`src/rtl/testing_step_arbiter.sv`:
```
// testing_step_arbiter
// ---------------------------------------------------------------------------
// Purpose: shares one external `testing` state machine between two
// requesters. The machine has an S/T core, K/L Mealy outputs and a sequential
// N output. Each accepted command becomes exactly one clock step of that
// machine. The step's K/L are captured, and one cycle later the post-step
// {S,T,N,K,L} is returned, tagged with the requester id. Arbitration is
// round-robin. A requester can lock the machine for a bounded burst of
// back-to-back steps.
//
// Ports:
//   clk                     rising-edge clock
//   n_reset                 asynchronous active-low reset
//   req0_valid/req1_valid   requester has a command
//   req0_cmd/req1_cmd       {A,B,C} command
//   req0_lock/req1_lock     keep ownership after this handshake
//   req0_ready/req1_ready   grant (transfer on valid & ready)
//   rsp_valid               one-cycle response strobe, no backpressure
//   rsp_id                  requester the response belongs to
//   rsp_data                {S,T,N,K,L} after the step
//   fsm_a/fsm_b/fsm_c       step inputs driven to the shared machine
//   fsm_s/fsm_t/fsm_n       state / sequential output of the shared machine
//   fsm_k/fsm_l             Mealy outputs of the shared machine
// ---------------------------------------------------------------------------
module testing_step_arbiter #(
  parameter int MAX_BURST = 4
) (
  input  logic       clk,
  input  logic       n_reset,
  input  logic       req0_valid,
  input  logic [2:0] req0_cmd,
  input  logic       req0_lock,
  input  logic       req1_valid,
  input  logic [2:0] req1_cmd,
  input  logic       req1_lock,
  output logic       req0_ready,
  output logic       req1_ready,
  output logic       rsp_valid,
  output logic       rsp_id,
  output logic [4:0] rsp_data,
  output logic       fsm_a,
  output logic       fsm_b,
  output logic       fsm_c,
  input  logic       fsm_s,
  input  logic       fsm_t,
  input  logic       fsm_n,
  input  logic       fsm_k,
  input  logic       fsm_l
);

  typedef enum logic [1:0] {
    ST_IDLE = 2'd0,
    ST_OWN0 = 2'd1,
    ST_OWN1 = 2'd2
  } state_t;

  // A burst of one is just a normal handshake, so locking is only useful
  // when more than one step per burst is allowed.
  localparam bit         LOCK_EN = (MAX_BURST > 1);
  localparam logic [3:0] MAX_B   = 4'(MAX_BURST);

  state_t     state_q;
  logic       last_q;      // id of the most recent grant
  logic [3:0] burst_q;     // handshakes in the current locked burst
  logic [2:0] cmd_q;       // command driven to the machine this cycle
  logic       cmd_vld_q;   // cmd_q holds a real command (not an idle step)
  logic       cmd_id_q;
  logic       pend_q;      // response is due this cycle
  logic       k_q;
  logic       l_q;
  logic       id_q;
  logic [2:0] stn_hold_q;  // last returned S/T/N, held while not valid

  logic       hs0;
  logic       hs1;
  logic       hs;
  logic       hs_id;
  logic       hs_lock;
  logic [2:0] hs_cmd;
  logic [3:0] burst_inc;

  // Grant logic: in IDLE a tie goes to the requester that was not granted
  // last; while owned only the owner can be granted.
  always_comb begin
    req0_ready = 1'b0;
    req1_ready = 1'b0;
    case (state_q)
      ST_IDLE: begin
        req0_ready = req0_valid & (~req1_valid | last_q);
        req1_ready = req1_valid & (~req0_valid | ~last_q);
      end
      ST_OWN0: req0_ready = req0_valid;
      ST_OWN1: req1_ready = req1_valid;
      default: begin
        req0_ready = 1'b0;
        req1_ready = 1'b0;
      end
    endcase
  end

  assign hs0       = req0_valid & req0_ready;
  assign hs1       = req1_valid & req1_ready;
  assign hs        = hs0 | hs1;
  assign hs_id     = hs1;
  assign hs_lock   = hs1 ? req1_lock : req0_lock;
  assign hs_cmd    = hs1 ? req1_cmd : req0_cmd;
  assign burst_inc = burst_q + 4'd1;

  always_ff @(posedge clk or negedge n_reset) begin
    if (!n_reset) begin
      state_q    <= ST_IDLE;
      last_q     <= 1'b1;
      burst_q    <= 4'd0;
      cmd_q      <= 3'b000;
      cmd_vld_q  <= 1'b0;
      cmd_id_q   <= 1'b0;
      pend_q     <= 1'b0;
      k_q        <= 1'b0;
      l_q        <= 1'b0;
      id_q       <= 1'b0;
      stn_hold_q <= 3'b000;
    end else begin
      // Command register: a handshake becomes next cycle's step, otherwise
      // the machine gets an idle step (all-zero inputs).
      cmd_q     <= hs ? hs_cmd : 3'b000;
      cmd_vld_q <= hs;
      if (hs) begin
        last_q   <= hs_id;
        cmd_id_q <= hs_id;
      end

      case (state_q)
        ST_IDLE: begin
          if (hs && hs_lock && LOCK_EN) begin
            state_q <= hs_id ? ST_OWN1 : ST_OWN0;
            burst_q <= 4'd1;
          end else begin
            burst_q <= 4'd0;
          end
        end
        ST_OWN0, ST_OWN1: begin
          // While owned, ready == valid, so no handshake means the owner
          // dropped valid and gives up the machine.
          if (hs && hs_lock && (burst_inc < MAX_B)) begin
            burst_q <= burst_inc;
          end else begin
            state_q <= ST_IDLE;
            burst_q <= 4'd0;
          end
        end
        default: begin
          state_q <= ST_IDLE;
          burst_q <= 4'd0;
        end
      endcase

      // Capture the Mealy outputs at the end of the step cycle; S/T/N are
      // read live in the response cycle so they reflect the post-step state.
      pend_q <= cmd_vld_q;
      if (cmd_vld_q) begin
        k_q  <= fsm_k;
        l_q  <= fsm_l;
        id_q <= cmd_id_q;
      end
      if (pend_q) begin
        stn_hold_q <= {fsm_s, fsm_t, fsm_n};
      end
    end
  end

  assign fsm_a     = cmd_q[2];
  assign fsm_b     = cmd_q[1];
  assign fsm_c     = cmd_q[0];
  assign rsp_valid = pend_q;
  assign rsp_id    = id_q;
  assign rsp_data  = pend_q ? {fsm_s, fsm_t, fsm_n, k_q, l_q}
                            : {stn_hold_q, k_q, l_q};

endmodule
```
`config.mk`:
```
export PLATFORM = sky130hd
export DESIGN_NAME = testing_step_arbiter
export DESIGN_NICKNAME = d
export VERILOG_FILES = /design/src/rtl/testing_step_arbiter.sv
export SDC_FILE = /design/constraint.sdc
export NUM_CORES = 1
export LEC_CHECK = 0
export ABC_CLOCK_PERIOD_IN_PS = 2750
export CORE_UTILIZATION = 49
export DETAILED_ROUTE_END_ITERATION = 12
export GPL_TIMING_DRIVEN = 1
export PLACE_DENSITY = 0.83
export SLEW_MARGIN = 5
export SYNTH_ARGS = -nofsm -noshare
export SYNTH_HDL_FRONTEND = slang
export SYNTH_SLANG_ARGS = --single-unit
```
`constraint.sdc`:
```
create_clock -name clk -period 2.75 [get_ports clk]
set_input_delay 0.275 -clock clk [delete_from_list [all_inputs] [get_ports clk]]
set_output_delay 0.275 -clock clk [all_outputs]
set_load 0.05 [all_outputs]
```
# Word-level counts from Yosys, hierarchy flattened
# Cells that the tools add are included.
word_totals:
  reg_bits: 19
  inputBits: 17
  output_inout_bits: 12
  wordCells: 45
op_classes:
  n_addsub: 1
  magnitude_cmp: 1
  n_eq_ne: 4
  muxes: 13
  n_bitwise: 10
  n_reduce_logical: 5
op_table:
  columns: ["op", "n"]
  rows:
  - ["$pmux 4 s2", 1]
  - ["$mux 2", 3]
  - ["$mux 3", 2]
  - ["$mux 5", 1]
  - ["$add 4x1->4 const B", 1]
  - ["$and 1x1->1", 4]
  - ["$lt 4x3->1 const B", 1]
  - ["$mux 4", 1]
  - ["$ne 2x2->1 const B", 2]
  - ["$pmux 1 s2", 2]
  - ["$pmux 2 s2", 1]
  - ["$not 1->1", 3]
  - ["$or 1x1->1", 3]
  - ["$eq 2x1->1 const B", 1]
  - ["$eq 2x2->1 const B", 1]
  - ["$logic_and 1x1->1", 2]
  - ["$logic_not 2->1", 1]
  - ["$mux 1", 2]
  - ["$reduce_and 2->1", 1]
  - ["$reduce_or 2->1", 1]

# Logic depth before layout (Yosys ltp)
logic_depth:
  word_depth: 10
  ltp_mapped: 8
  mapped_depth_nobuf: 7

# Least setup slack after synthesis
# Ideal clock, no wire load.
synth_path:
  kind: "reg2reg"
  startpoint: "reg state_q[0]"
  endpoint: "reg state_q[0]"
  setup_ns: 0.067
  arrival_ns: 1.634
  required_time_ns: 2.683
  slack_ns: 1.049
  path_stages_with_launch: 7
  n_path_buf: 0
  period_less_slack_ns: 1.701
  path_cell_list: "dfrtp_1 -> inv_1 -> ha_1 -> and3_2 -> a31o_1 -> a2111oi_0 -> a311o_1"
synth_via:
  elab_chain_len: 8
  word_cells_on_any_way: 18
  classes_between: "eq/ne (4); mux (6); bitwise (3); reduce/logical (5)"
synth_rtl:
  columns: ["item", "line", "text"]
  rows:
  - ["start, declared", "62", "state_t state_q;"]
  - ["start signal, assigned", "135", "state_q <= hs_id ? ST_OWN1 : ST_OWN0;"]
  - ["$eq 2x1->1 (tied with other cells)", "87, 132", null]
  - ["$pmux 1 s2", "87", "case (state_q)"]
  - ["$and 1x1->1, on equally long branches", "101, 102", null]
  - ["$or 1x1->1 / $mux 1 (equally long branches)", "103, 105", null]
  - ["$logic_and 1x1->1", "134, 144", null]
  - ["$logic_and 1x1->1", "144", "if (hs && hs_lock && (burst_inc < MAX_B)) begin"]
  - ["$ne 2x2->1 (no source line)", null, null]
  - ["$reduce_and 2->1 (no source line)", null, null]
# Parallel ways exist; a longest one is shown, timed or not. The select of a mux whose other input is x is not followed.
# A chain may end at the register's enable or synchronous reset.

# Worst setup path in the final report
layout_path:
  startpoint: "reg state_q[1]"
  endpoint: "out req1_ready"
layout_via:
  elab_chain_len: 2
  word_cells_on_any_way: 3
  classes_between: "eq/ne (1); mux (1); reduce/logical (1)"
layout_rtl:
  columns: ["item", "line", "text"]
  rows:
  - ["$eq 2x2->1 / $logic_not 2->1 (equally long branches)", "87", null]
  - ["$pmux 1 s2 (*)", "87", null]
  - ["end, declared", "37", "output logic req1_ready,"]
# Mark *: on every way between the ends. The rest lies on a longest branch, timed or not.

==> results.rst <==
.. list-table::
   :header-rows: 1

   * - Metric
     - Value
   * - Post-synth top flop
     - sky130_fd_sc_hd__dfrtp_1
   * - Pre-Repair DR Iteration Count
     - 4
   * - Total of fill cells in the finished design
     - 129
   * - Fmax
     - between 300 and 400 MHz
   * - Routed length per instance
     - 13.7 um
   * - Top cells by count, synth
     - sky130_fd_sc_hd__dfrtp_1, sky130_fd_sc_hd__inv_1, sky130_fd_sc_hd__nand2_1, sky130_fd_sc_hd__mux2_2, sky130_fd_sc_hd__ha_1
   * - Post-synthesis register bit count
     - 19
   * - WP data required
     - 2480 ps
   * - Sequential cell area
     - 477 sq um
   * - Number of top-level pins
     - 29
   * - Last weighted congestion value of the routability-driven placer
     - around 0.77
   * - Count of final setup violators
     - 0
   * - Number of buffers inserted for hold repair after clock tree synthesis
     - 0
   * - Kind of launch point of the worst setup path
     - flop
   * - Root buffer cell
     - sky130_fd_sc_hd__clkbuf_4
   * - Die width
     - 46.1 um
   * - Total half-perimeter wirelength after legalization and detailed placement
     - ~1400 um
   * - Final non-filler cell area
     - ~1300 sq um
   * - Antenna Violating Nets Remaining
     - 0
   * - Maximum fanout count along the critical path
     - 9
   * - Share of flip-flops with an asynchronous set or reset
     - 100%
   * - Area post-placement
     - ~1200 sq um
   * - Wire length of the first global-routing pass
     - about 2800 um
   * - Vias per std cell
     - 5.45
   * - Iteration-0 DRC Markers
     - 10
   * - Final min period
     - 2520 ps
   * - P_leak
     - 0.000573 uW
   * - Worst relative slew slack
     - 44.2%
   * - CTS H-tree depth
     - 1
   * - Chip Height
     - 46.1 um
   * - Core Region
     - 1780 sq um
   * - Worst Hold Margin
     - roughly 440 ps
   * - Hold violation total from the final report
     - 0
   * - Number of flops mapped to enable cells by yosys
     - 0
   * - Number of warning messages in the yosys log
     - 0
   * - Run status
     - complete, no violations
   * - Distinct cell type count after synthesis
     - 30
   * - Number of buffers created by CTS
     - 3
   * - All-Layer GR Usage
     - 19.7%
   * - Post-route DRC violation count
     - 0
   * - Largest net degree at the start of global routing
     - 20
   * - Maximum clock insertion buffer count
     - 2
   * - Part of the cycle the worst path needs
     - 91.8%
   * - WP data arrival
     - about 2300 ps
   * - Starting utilization of the core area
     - 53.4%
   * - Critical Path Sink Type
     - primary output
   * - Fraction of layout instances using a drive strength above 1
     - 15.3%
   * - Post-Syn Instances
     - 81
   * - Sequential-to-total area share from yosys stat
     - between 50% and 60%
   * - Clock latency reported for the late side of the worst-skew pair
     - about 300 ps
   * - Post-layout power
     - approximately 1400 uW
   * - Power density over the cells
     - ~1100 nW/um^2
   * - Least-Margin Pin Slew
     - 835 ps
   * - Max capacitance violation total
     - 0
   * - Post-synth top area share
     - 47.3%
   * - Leading area contributor after synthesis
     - sky130_fd_sc_hd__dfrtp_1
   * - Max Slew Vio Count
     - 0
   * - Gr ovfl total
     - 0
   * - Synthesized area divided by synthesized cell count
     - about 12 sq um
   * - Vias
     - 741
   * - Placed Instances
     - 132
   * - Clock tree from TritonCTS
     - built
   * - Worst hold path type
     - in2async
   * - Number of non-filler instances in the completed layout
     - 136
   * - Post-synth design cell area
     - 952 sq um
   * - Most area-consuming cells after synthesis
     - sky130_fd_sc_hd__dfrtp_1, sky130_fd_sc_hd__mux2_2, sky130_fd_sc_hd__ha_1
   * - Kind of critical path
     - reg2out
   * - Worst setup skew after layout
     - between 4 and 5 ps
   * - Area Growth Syn to Fin
     - 33.4%
   * - Via count of the first global-routing pass
     - 646
   * - Number of nets in the layout
     - 134
   * - Buffers on Ports
     - 28
   * - Most common cell in the synthesized netlist
     - sky130_fd_sc_hd__dfrtp_1
   * - Aggregate negative setup slack
     - 0 ps
   * - Row count
     - 15
   * - Final Routed Wirelength
     - 1860 um
   * - Area of the multi-input gates
     - between 400 and 500 sq um
   * - Maximum VDD drop
     - 602 uV
   * - Antenna violations before repair
     - 0
   * - Clock Sink Count
     - 19
   * - Diode count
     - 0
   * - Clock Pin Slew Worst Setup and Hold Paths
     - 110 ps
   * - Die area
     - 2120 sq um
   * - RSZ-0062 raised after global routing
     - no
==> critical path, stage by stage (launching register included) <==
cell and delay [ps]:
sky130_fd_sc_hd__dfrtp_1 430, sky130_fd_sc_hd__inv_1 110, sky130_fd_sc_hd__ha_1 360, sky130_fd_sc_hd__o21a_4 220
sky130_fd_sc_hd__nand2_1 100, sky130_fd_sc_hd__inv_1 180, sky130_fd_sc_hd__dlygate4sd2_1 550
==> layer usage <==
| layer | up-vias | GRT usage, % | part of all wire (%) | wire, um |
|---|---|---|---|---|
| met5 | - | 0 | 0 | 0 |
| met4 | 0 | 7.06 | 1.5 | 27 |
| met3 | 4 | 5.49 | 4.1 | 77 |
| met2 | 18 | 33.5 | 49 | 907 |
| met1 | 369 | 23.6 | 45 | 844 |
| li1 | 350 | - | - | - |
==> layout by cell type (no fill, tap or decap), drive strengths merged, types with 2 or more instances in the layout <==
master and instances:
dfrtp 18, nor4b 2, a311o 2, nand2 7
nand3 2, a2111oi 4, clkbuf 3, conb 2
a21o 3, clkdlybuf4s50 26, inv 7, ha 5
o21a 2, mux2 6, nand3b 2, o21ai 7
==> metrics by stage <==
| step | worst slack (ps) | utilization (%) |
|---|---|---|
| after global placement | 379 | 69.6 |
| after floorplan | 1050 | - |
| final | 226 | 71.2 |
| after CTS | 1.53 | 71.1 |
| after global routing | 94.0 | 71.2 |
| after detailed placement | 273 | 69.6 |
==> kinds of logic (layout without fill, tap and decap cells) <==
kind of cell             Yosys count  in the layout  share of synthesized area (%)
AND/OR/NAND/NOR                   17             17                           11.4
AO/OA/AOI/OAI                     23             23                           18.9
flip-flops                        19             19                           50.1
other                              1              2                          0.394
buffers and inverters             10             39                           5.52
multiplexers                       6              6                           7.10
adder cells (fa/ha/maj)            5              5                           6.57
==> flip-flops by register name (all words and copies together) (netlist names), 2 cells and up <==
register	flops
burst_q	4
cmd_q	3
stn_hold_q	3
state_q	2
==> power by group <==
part / total [uW] / switching [uW] / internal (uW) / leakage, uW
Combinational: 780 / 484 / 296 / 0.000326
Clock: 140 / 85.4 / 54.2 / 0.0000177
Sequential: 454 / 66.9 / 387 / 0.000230
==> layout make-up <==
cell class,count,area share [%]
Clock inverter,1,0.394
Timing Repair Buffer,28,22.2
Multi-Input combinational cell,53,33.6
Sequential cell,19,37.5
Clock buffer,3,1.77
Inverter,7,2.07
Tap cell,25,2.46
==> worst paths after layout <==
kind                            start          to  slack (ps)  cells past startpoint
max reg2reg                state_q[0]  state_q[0]         720                      6
min in group clk             cmd_id_q    cmd_id_q         490                      1
min reg2reg                  cmd_id_q    cmd_id_q         490                      1
max in group asynchronous     n_reset  state_q[1]        1790                      1
max                        state_q[1]  req1_ready         230                      6
min                           n_reset    cmd_q[0]         440                      1
==> what timing repair did <==
action | in CTS | in global routing
gates cloned | 0 | 0
setup buffers | 0 | 0
resized for setup | 1 | 1
setup endpoints to repair | 1 | 1
Power figures use the tool's default switching activity.
